## src/rtl/sub64_serial_if.sv

```systemverilog
// sub64_serial_if: operand/result handshake bundle for the serial subtractor
// Ports (signals):
//    in_valid/in_ready  operand handshake, a = minuend, b = subtrahend, bin = borrow-in
//    out_valid/out_ready result handshake, d = difference, bout = borrow-out,
//    v = signed overflow, z = zero flag
// Modports: master drives operands and consumes results, slave is the subtractor.
interface sub64_serial_if #(parameter int WIDTH = 64);
   logic             in_valid;
   logic             in_ready;
   logic [WIDTH-1:0] a;
   logic [WIDTH-1:0] b;
   logic             bin;
   logic             out_valid;
   logic             out_ready;
   logic [WIDTH-1:0] d;
   logic             bout;
   logic             v;
   logic             z;
   modport master (
      output in_valid, a, b, bin, out_ready,
      input  in_ready, out_valid, d, bout, v, z
   );
   modport slave (
      input  in_valid, a, b, bin, out_ready,
      output in_ready, out_valid, d, bout, v, z
   );
endinterface

```

## src/rtl/sub64_serial.sv

```systemverilog
// sub64_serial: multi-cycle a - b - bin, one SLICE_W-bit slice per clock, lsb slice first
// Ports:
//    clk  rising-edge clock
//    rst  asynchronous active-high reset, aborts any operation in flight
//    bus  sub64_serial_if.slave: operands in, d/bout/v/z out, valid/ready both sides
module sub64_serial #(
   parameter int WIDTH   = 64,
   parameter int SLICE_W = 16
) (
   input logic            clk,
   input logic            rst,
   sub64_serial_if.slave  bus
);
   localparam int N  = WIDTH / SLICE_W;
   localparam int KW = (N > 1) ? $clog2(N) : 1;
   if (WIDTH % SLICE_W != 0) begin : g_bad_slice
      $error("SLICE_W must divide WIDTH");
   end
   typedef enum logic [1:0] {IDLE, RUN, DONE} state_t;
   state_t           state, state_nx;
   logic [WIDTH-1:0] a_r, b_r, d_r, d_nx;
   logic [KW-1:0]    k;
   logic             carry, last, bout_r, v_r, z_r;
   logic [SLICE_W:0] sum;
   int               base;
   assign last = k == KW'(N - 1);
   // Subtraction as a + ~b + carry; carry is preloaded with ~bin, so borrow = ~carry.
   always_comb begin
      base = int'(k) * SLICE_W;
      sum  = {1'b0, a_r[base +: SLICE_W]} + {1'b0, ~b_r[base +: SLICE_W]} + {{SLICE_W{1'b0}}, carry};
      d_nx = d_r;
      d_nx[base +: SLICE_W] = sum[SLICE_W-1:0];
   end
   always_ff @(posedge clk or posedge rst) begin
      if (rst) state <= IDLE;
      else     state <= state_nx;
   end
   always_comb begin
      state_nx = state;
      unique case (state)
         IDLE:    state_nx = bus.in_valid ? RUN : IDLE;
         RUN:     state_nx = last ? DONE : RUN;
         DONE:    state_nx = bus.out_ready ? IDLE : DONE;
         default: state_nx = IDLE;
      endcase
   end
   always_ff @(posedge clk or posedge rst) begin
      if (rst) begin
         a_r    <= '0;
         b_r    <= '0;
         d_r    <= '0;
         k      <= '0;
         carry  <= 1'b0;
         bout_r <= 1'b0;
         v_r    <= 1'b0;
         z_r    <= 1'b0;
      end else begin
         if (state == IDLE && bus.in_valid) begin
            a_r   <= bus.a;
            b_r   <= bus.b;
            carry <= ~bus.bin;
            k     <= '0;
         end
         if (state == RUN) begin
            d_r   <= d_nx;
            carry <= sum[SLICE_W];
            k     <= last ? '0 : k + 1'b1;
            // Flags come from the fully assembled difference, which only exists on the last slice.
            if (last) begin
               bout_r <= ~sum[SLICE_W];
               v_r    <= (a_r[WIDTH-1] != b_r[WIDTH-1]) && (d_nx[WIDTH-1] != a_r[WIDTH-1]);
               z_r    <= d_nx == '0;
            end
         end
      end
   end
   assign bus.in_ready  = state == IDLE;
   assign bus.out_valid = state == DONE;
   assign bus.d         = d_r;
   assign bus.bout      = bout_r;
   assign bus.v         = v_r;
   assign bus.z         = z_r;
endmodule

```

## src/flat_wrapper.sv

```systemverilog
// flat-port wrapper written by rule: the top's interface ports become plain ports
module sub64_serial_flat 
#(
   parameter int WIDTH   = 64,
   parameter int SLICE_W = 16
)
  (clk, rst, bus_in_valid, bus_a, bus_b, bus_bin, bus_out_ready, bus_in_ready, bus_out_valid, bus_d, bus_bout, bus_v, bus_z);
  sub64_serial_if #(.WIDTH(WIDTH)) bus_i ();
  input logic clk;
  input logic rst;
  input wire logic [$bits(bus_i.in_valid)-1:0] bus_in_valid;
  input wire logic [$bits(bus_i.a)-1:0] bus_a;
  input wire logic [$bits(bus_i.b)-1:0] bus_b;
  input wire logic [$bits(bus_i.bin)-1:0] bus_bin;
  input wire logic [$bits(bus_i.out_ready)-1:0] bus_out_ready;
  output wire logic [$bits(bus_i.in_ready)-1:0] bus_in_ready;
  output wire logic [$bits(bus_i.out_valid)-1:0] bus_out_valid;
  output wire logic [$bits(bus_i.d)-1:0] bus_d;
  output wire logic [$bits(bus_i.bout)-1:0] bus_bout;
  output wire logic [$bits(bus_i.v)-1:0] bus_v;
  output wire logic [$bits(bus_i.z)-1:0] bus_z;
  assign bus_i.in_valid = bus_in_valid;
  assign bus_i.a = bus_a;
  assign bus_i.b = bus_b;
  assign bus_i.bin = bus_bin;
  assign bus_i.out_ready = bus_out_ready;
  assign bus_in_ready = bus_i.in_ready;
  assign bus_out_valid = bus_i.out_valid;
  assign bus_d = bus_i.d;
  assign bus_bout = bus_i.bout;
  assign bus_v = bus_i.v;
  assign bus_z = bus_i.z;
  sub64_serial #(.WIDTH(WIDTH), .SLICE_W(SLICE_W)) u_core (.clk(clk), .rst(rst), .bus(bus_i));
endmodule
```

## config.mk

```make
export PLATFORM = sky130hd
export DESIGN_NAME = sub64_serial_flat
export DESIGN_NICKNAME = d
export VERILOG_FILES = /design/src/rtl/sub64_serial_if.sv /design/src/rtl/sub64_serial.sv /design/src/flat_wrapper.sv
export SDC_FILE = /design/constraint.sdc
export NUM_CORES = 1
export LEC_CHECK = 0
export BUFFER_PORTS_ARGS = -buffer_cell sky130_fd_sc_hd__buf_2
export CAP_MARGIN = 20
export CORE_UTILIZATION = 55
export DETAILED_ROUTE_END_ITERATION = 10
export HOLD_SLACK_MARGIN = 0.02
export PLACE_DENSITY = 0.8
export SYNTH_ARGS = -nofsm -noshare
export SYNTH_HDL_FRONTEND = slang
export SYNTH_SLANG_ARGS = --single-unit
```

## constraint.sdc

```tcl
create_clock -name clk -period 11.5 [get_ports clk]
set_clock_uncertainty 0.2 [all_clocks]
set_input_delay 0.575 -clock clk [delete_from_list [all_inputs] [get_ports clk]]
set_output_delay 0.575 -clock clk [all_outputs]
set_load 0.02 [all_outputs]
```

# Word level (Yosys, flattened, before mapping)
# Cells that the tools add are included.
word_totals:
  ff_bits: 200
  inputBits: 133
  out_inout_bits: 69
op_classes:
  add_sub_neg: 4
  n_eq_ne: 5
  shift: 4
  n_mux: 10
  n_bitwise: 3
  reduce_logical: 6
op_table:
  columns: ["op", "n"]
  rows:
  - ["64-bit by 7-bit variable part select with 16-bit output", 2]
  - ["64-bit bitwise mux", 1]
  - ["64-bit logical NOT", 1]
  - ["16-bit by 33-bit variable shift with 64-bit output (first input constant)", 1]
  - ["16-bit by 33-bit variable part select with 64-bit output", 1]
  - ["6-bit negation with 33-bit output", 1]
  - ["16-bit by 16-bit adder with 17-bit output", 1]
  - ["17-bit by 1-bit adder with 17-bit output", 1]
  - ["16-bit inverter", 1]
  - ["2-bit two-way mux", 5]
  - ["2-bit case mux with 3 select lines", 1]
  - ["2-bit == test (second input constant)", 2]
  - ["1-bit two-way mux", 3]
  - ["2-bit by 1-bit adder with 2-bit output (second input constant)", 1]
  - ["2-bit by 1-bit == test with 1-bit output (second input constant)", 1]
  - ["1-bit logical AND", 2]
  - ["2-bit logical NOT", 1]
  - ["1-bit inequality test", 2]
  - ["1-bit inverter", 2]
  - ["2-bit AND reduction", 1]
  - ["2-bit nonzero test", 1]

# Depth between registers and ports, before layout
logic_depth:
  depth_word: 8
  depth_mapped: 15
  mapped_depth_nobuf: 13

# Worst setup path before layout
# No wires, ideal clock.
synth_path:
  kind: "register to register"
  start: "register u_core.k[0]"
  end: "register u_core.z_r, in the netlist u_core.bus.z"
  setup_time_ns: 0.066
  arrival_time_ns: 4.511
  slack_ns: 6.723
  path_stages_with_launch: 16
  path_buffers: 2
  synth_period_minus_slack_ns: 4.777
  cell_sequence: "dfrtp_1 > clkbuf_1 > buf_1 > mux4_2 > inv_1 > fa_1 > inv_1 > fa_1 > a211oi_1 > o21bai_1 > o31ai_4 > o21a_4 > o311ai_1 > or4_1 > o41ai_2 > a22o_1"
synth_via:
  elab_chain_len: 7
  word_cells_on_any_way: 12
  cone_classes: "add/sub: 3; eq/ne: 1; shift: 4; mux: 1; bitwise: 1; reduce/logical: 2"
synth_lines:
  columns: ["item", "line", "text"]
  rows:
  - ["start, declared", "sub64_serial.sv:22", "logic [KW-1:0] k;"]
  - ["start signal, assigned", "sub64_serial.sv:67", "k <= last ? '0 : k + 1'b1;"]
  - ["64-bit by 7-bit variable part select with 16-bit output", "sub64_serial.sv:30", "sum = {1'b0, a_r[base +: SLICE_W]} + {1'b0, ~b_r[base +: SLICE_W]} + {{SLICE_W{1'b0}}, carry};"]
  - ["16-bit inverter", "sub64_serial.sv:30", null]
  - ["16-bit by 16-bit adder with 17-bit output", "sub64_serial.sv:30", null]
  - ["17-bit by 1-bit adder with 17-bit output", "sub64_serial.sv:30", null]
  - ["16-bit by 33-bit variable part select with 64-bit output", "sub64_serial.sv:32", "d_nx[base +: SLICE_W] = sum[SLICE_W-1:0];"]
  - ["64-bit bitwise mux", "sub64_serial.sv:32", null]
  - ["64-bit logical NOT", "sub64_serial.sv:72", "z_r <= d_nx == '0;"]
  - ["end signal, assigned", "sub64_serial.sv:56", "z_r <= 1'b0;"]
  - ["end signal, assigned", "sub64_serial.sv:72", null]
  - ["end, declared", "sub64_serial.sv:23", "logic carry, last, bout_r, v_r, z_r;"]
# Several ways; a longest one is shown, not always the timed one.
# A chain may end at the register's enable or synchronous reset.

# Final worst setup path
# Ends and elaborated chain as after synthesis.

==> results.json <==
{
  "setup-tns-final_ns": 0,
  "antenna_found_initial": 0,
  "min_period_over_period_pct": 40.4,
  "synth_compound_area_share_pct": 10.9,
  "slew_viol_final": 0,
  "synthesis.nets": 1139,
  "first_pass_iters": 6,
  "cts_buffers": 17,
  "fmax_mhz": 215,
  "finalNetCount": 1315,
  "start_util_pct": 56.8,
  "post-cts-setup-buffers": 0,
  "cts_tree": "done",
  "hold_viol_final": 0,
  "first_iter_violations": 765,
  "cts_resized": 0,
  "crit_chain": "buf_4 -> mux4_2 -> ha_1 -> a211oi_1 -> o21bai_1 -> o31ai_4 -> o21a_4 -> o311ai_1 -> or4_1 -> o41ai_2 -> a22o_1",
  "cp_slowest_cell": "dfrtp_2",
  "grt_pass1_vias": 7811,
  "vias": 8055,
  "setup_violations": 0,
  "die_height_microns": 134,
  "wl_per_cell_microns": 18.4,
  "yosys-top-cells-area": "dfrtp_1 (53%), nand2_1 (17%), mux4_2 (7.6%)",
  "grt_max_degree": 138,
  "cp-start-kind": "flip-flop",
  "synthSimpleGateAreaFrac_pct": 21.8,
  "grtUsageTotal_pct": 30.1,
  "areaGrowthSynthToFinish_pct": 18.3,
  "critPathMaxStageDelay_ns": 0.70,
  "grt_overflow": 0,
  "status": "finished clean",
  "hp-start": "bus_a[52]",
  "antenna_cells": 0,
  "worst_pin_slew_ns": 1.06,
  "cp_max_fo": 27,
  "yosysWarnings": 0,
  "die-area_sq_um": 17800,
  "worst-path-buf-inv": 1,
  "wirelength_microns": 25600,
  "synth_ff_type": "dfrtp_1",
  "cts_root_buffer": "clkbuf_16",
  "r2r_start": "u_core.k[0]",
  "drtAntennaViolNets": 0,
  "avgSynthCellArea_sq_um": 9.68,
  "path_clk_slew_ns": 0.07,
  "coreArea_sq_um": 16800,
  "worst-setup-path-type": "flip-flop to flip-flop",
  "htree_levels": 4,
  "critPathRequiredTime_ns": 11.68,
  "slew_headroom_pct": 28.4,
  "grt_pass1_wl_microns": 41100,
  "clock_latency_ns": 0.44,
  "ctsHoldBuffers": 0,
  "drcViolationCount": 0,
  "fillers": 1308,
  "synth.top_cell.area_share_pct": 52.6,
  "yosysSeqAreaShare_pct": 52.6,
  "synth_edf_count": 0,
  "ys_ff_latch": 200,
  "ys_async_sr_fraction_pct": 100,
  "synth-adder-area-share_pct": 3.18,
  "synth_top_family_by_area": "simple AND/OR/NAND/NOR gates",
  "synth_xor_area_share_pct": 0.552,
  "synth_area_leader_cell": "dfrtp_1",
  "hold_class": "input pin to flip-flop",
  "layout-drive-gt1-share_pct": 24.1,
  "io_buffers": 201,
  "crit_arrival_ns": 4.82,
  "postSynthCellCount": 983,
  "gp_congestion": 0.926,
  "synthMuxAreaShare_pct": 8.01,
  "num_rows": 47,
  "rsz0062_at_grt": "no",
  "ios": 202,
  "cp-end-kind": "flip-flop",
  "final.min_clock_period_ns": 4.64,
  "clock_sinks": 200,
  "dp_hpwl_microns": 18500,
  "vias_per_cell": 5.79,
  "syn_area_sq_um": 9520,
  "ctsLongestPathBuffers": 2,
  "die_w_microns": 134,
  "critical_path.top_delay_family": "compound AO/OA/AOI/OAI gates",
  "cp-startpoint": "u_core.k[0]",
  "drv_cap": 0,
  "ys_types": 57
}
-- worst paths after layout --
| kind | to | slack [ns] | cells past startpoint |
|---|---|---|---|
| setup / recovery | u_core.bus.z | 6.86 | 11 |
| hold / removal | u_core.a_r[52] | 0.12 | 3 |
| setup reg to reg | u_core.bus.z | 6.86 | 11 |
| hold reg to reg | u_core.b_r[38] | 0.27 | 2 |
| max in group asynchronous | u_core.a_r[3] | 9.58 | 3 |
| min in group asynchronous | u_core.bus.d[49] | 0.13 | 2 |
-- registers in the layout, indices dropped and copies added, names as in the netlist, 2 cells and up --
signal,cells
u_core.bus.d,64
u_core.b_r,64
u_core.k,2
u_core.a_r,64
u_core.state,2
-- synthesized netlist by cell type, types with 2 or more instances --
master     count
o21ai_0       26
nor2_1        21
inv_1         26
a211oi_1       4
nor3_1        10
a21oi_1        9
nor2b_1        7
xnor2_1        5
dfrtp_1      200
o2111ai_1      2
nand4_1        2
and2_1         4
nand3_1        6
o211ai_1       2
nand2b_1       5
o22ai_1        4
fa_1           2
mux4_2        32
a22o_1        52
nor4b_1        2
or4_1          4
a211o_1        3
nor3b_1        2
o31ai_1        3
clkbuf_1      46
a21o_1         7
ha_1          21
or3_1          2
nor4_1        13
mux2i_1        3
or2_2          2
o21a_1         4
buf_1          4
nand2_1      424
a31oi_1        2
-- kinds of logic (layout without fill, tap and decap cells) --
family          Yosys count  after routing
buf+inv                  76            265
compound gates          133            133
mux                      36             36
xor+xnor                  6              6
simple gates            509            509
flops                   200            200
fa+ha+maj                23             23
-- stage by stage --
stage / setup WS [ns] / std cells / cell area (sq um) / hold WS [ns] / utilization, %
CTS: 6.85 / 1392 / 11300 / 0.111 / 67.2
floorplan: 5.27 / 983 / 9520 / 0.240 / -
global route: 6.55 / 1392 / 11300 / 0.115 / 67.2
global placement: 7.01 / 1360 / 10700 / 0.252 / 63.7
detailed placement: 6.88 / 1360 / 10700 / 0.257 / 63.7
finish: 6.86 / 1392 / 11300 / 0.120 / 67.2
-- metal layers --
metal  up-vias  track usage [%]  routed length [microns]
met1      3910             42.7                    11000
met3        44             4.95                     1910
met4         0             10.2                      613
met5         -                0                        0
li1       3692                -                        -
met2       409             47.6                    12100
-- worst register-to-register path, cell delays in order (launching register included) --
cell and delay (ns):
dfrtp_2 0.70, buf_4 0.49, mux4_2 0.58, ha_1 0.36, a211oi_1 0.27, o21bai_1 0.18, o31ai_4 0.39, o21a_4 0.22
o311ai_1 0.20, or4_1 0.54, o41ai_2 0.29, a22o_1 0.16
-- final cells by class --
type                    instances  area (sq um)  share of cell area (%)
repair buffers                207          1050                    9.33
well taps                     220           275                    2.44
multi-input cells             707          4240                    37.6
inverters                      26           105                   0.933
clock inverters                10           110                   0.978
clock buffers                  22           474                    4.21
flip-flops and latches        200          5010                    44.5
-- layout by cell type, fill, tap and decap left out, types with 5 or more instances in the layout --
master     netlist  layout
xnor2_1          5       5
nand3_1          6       6
o21ai_0         26      26
nor2b_1          7       7
a22o_1          52      52
inv_1           26      25
nand2_1        424     423
ha_1            21      21
nand2b_1         5       5
mux4_2          32      32
buf_2            0     201
buf_4            0       6
nor3_1          10      10
a21oi_1          9       9
dfrtp_1        200     198
a21o_1           7       7
clkbuf_16        0      17
nor4_1          13      13
nor2_1          21      21
Power is left out: the tool's default activity adds up to more than one toggle a clock period on the data nets, which glitch-free logic cannot reach.
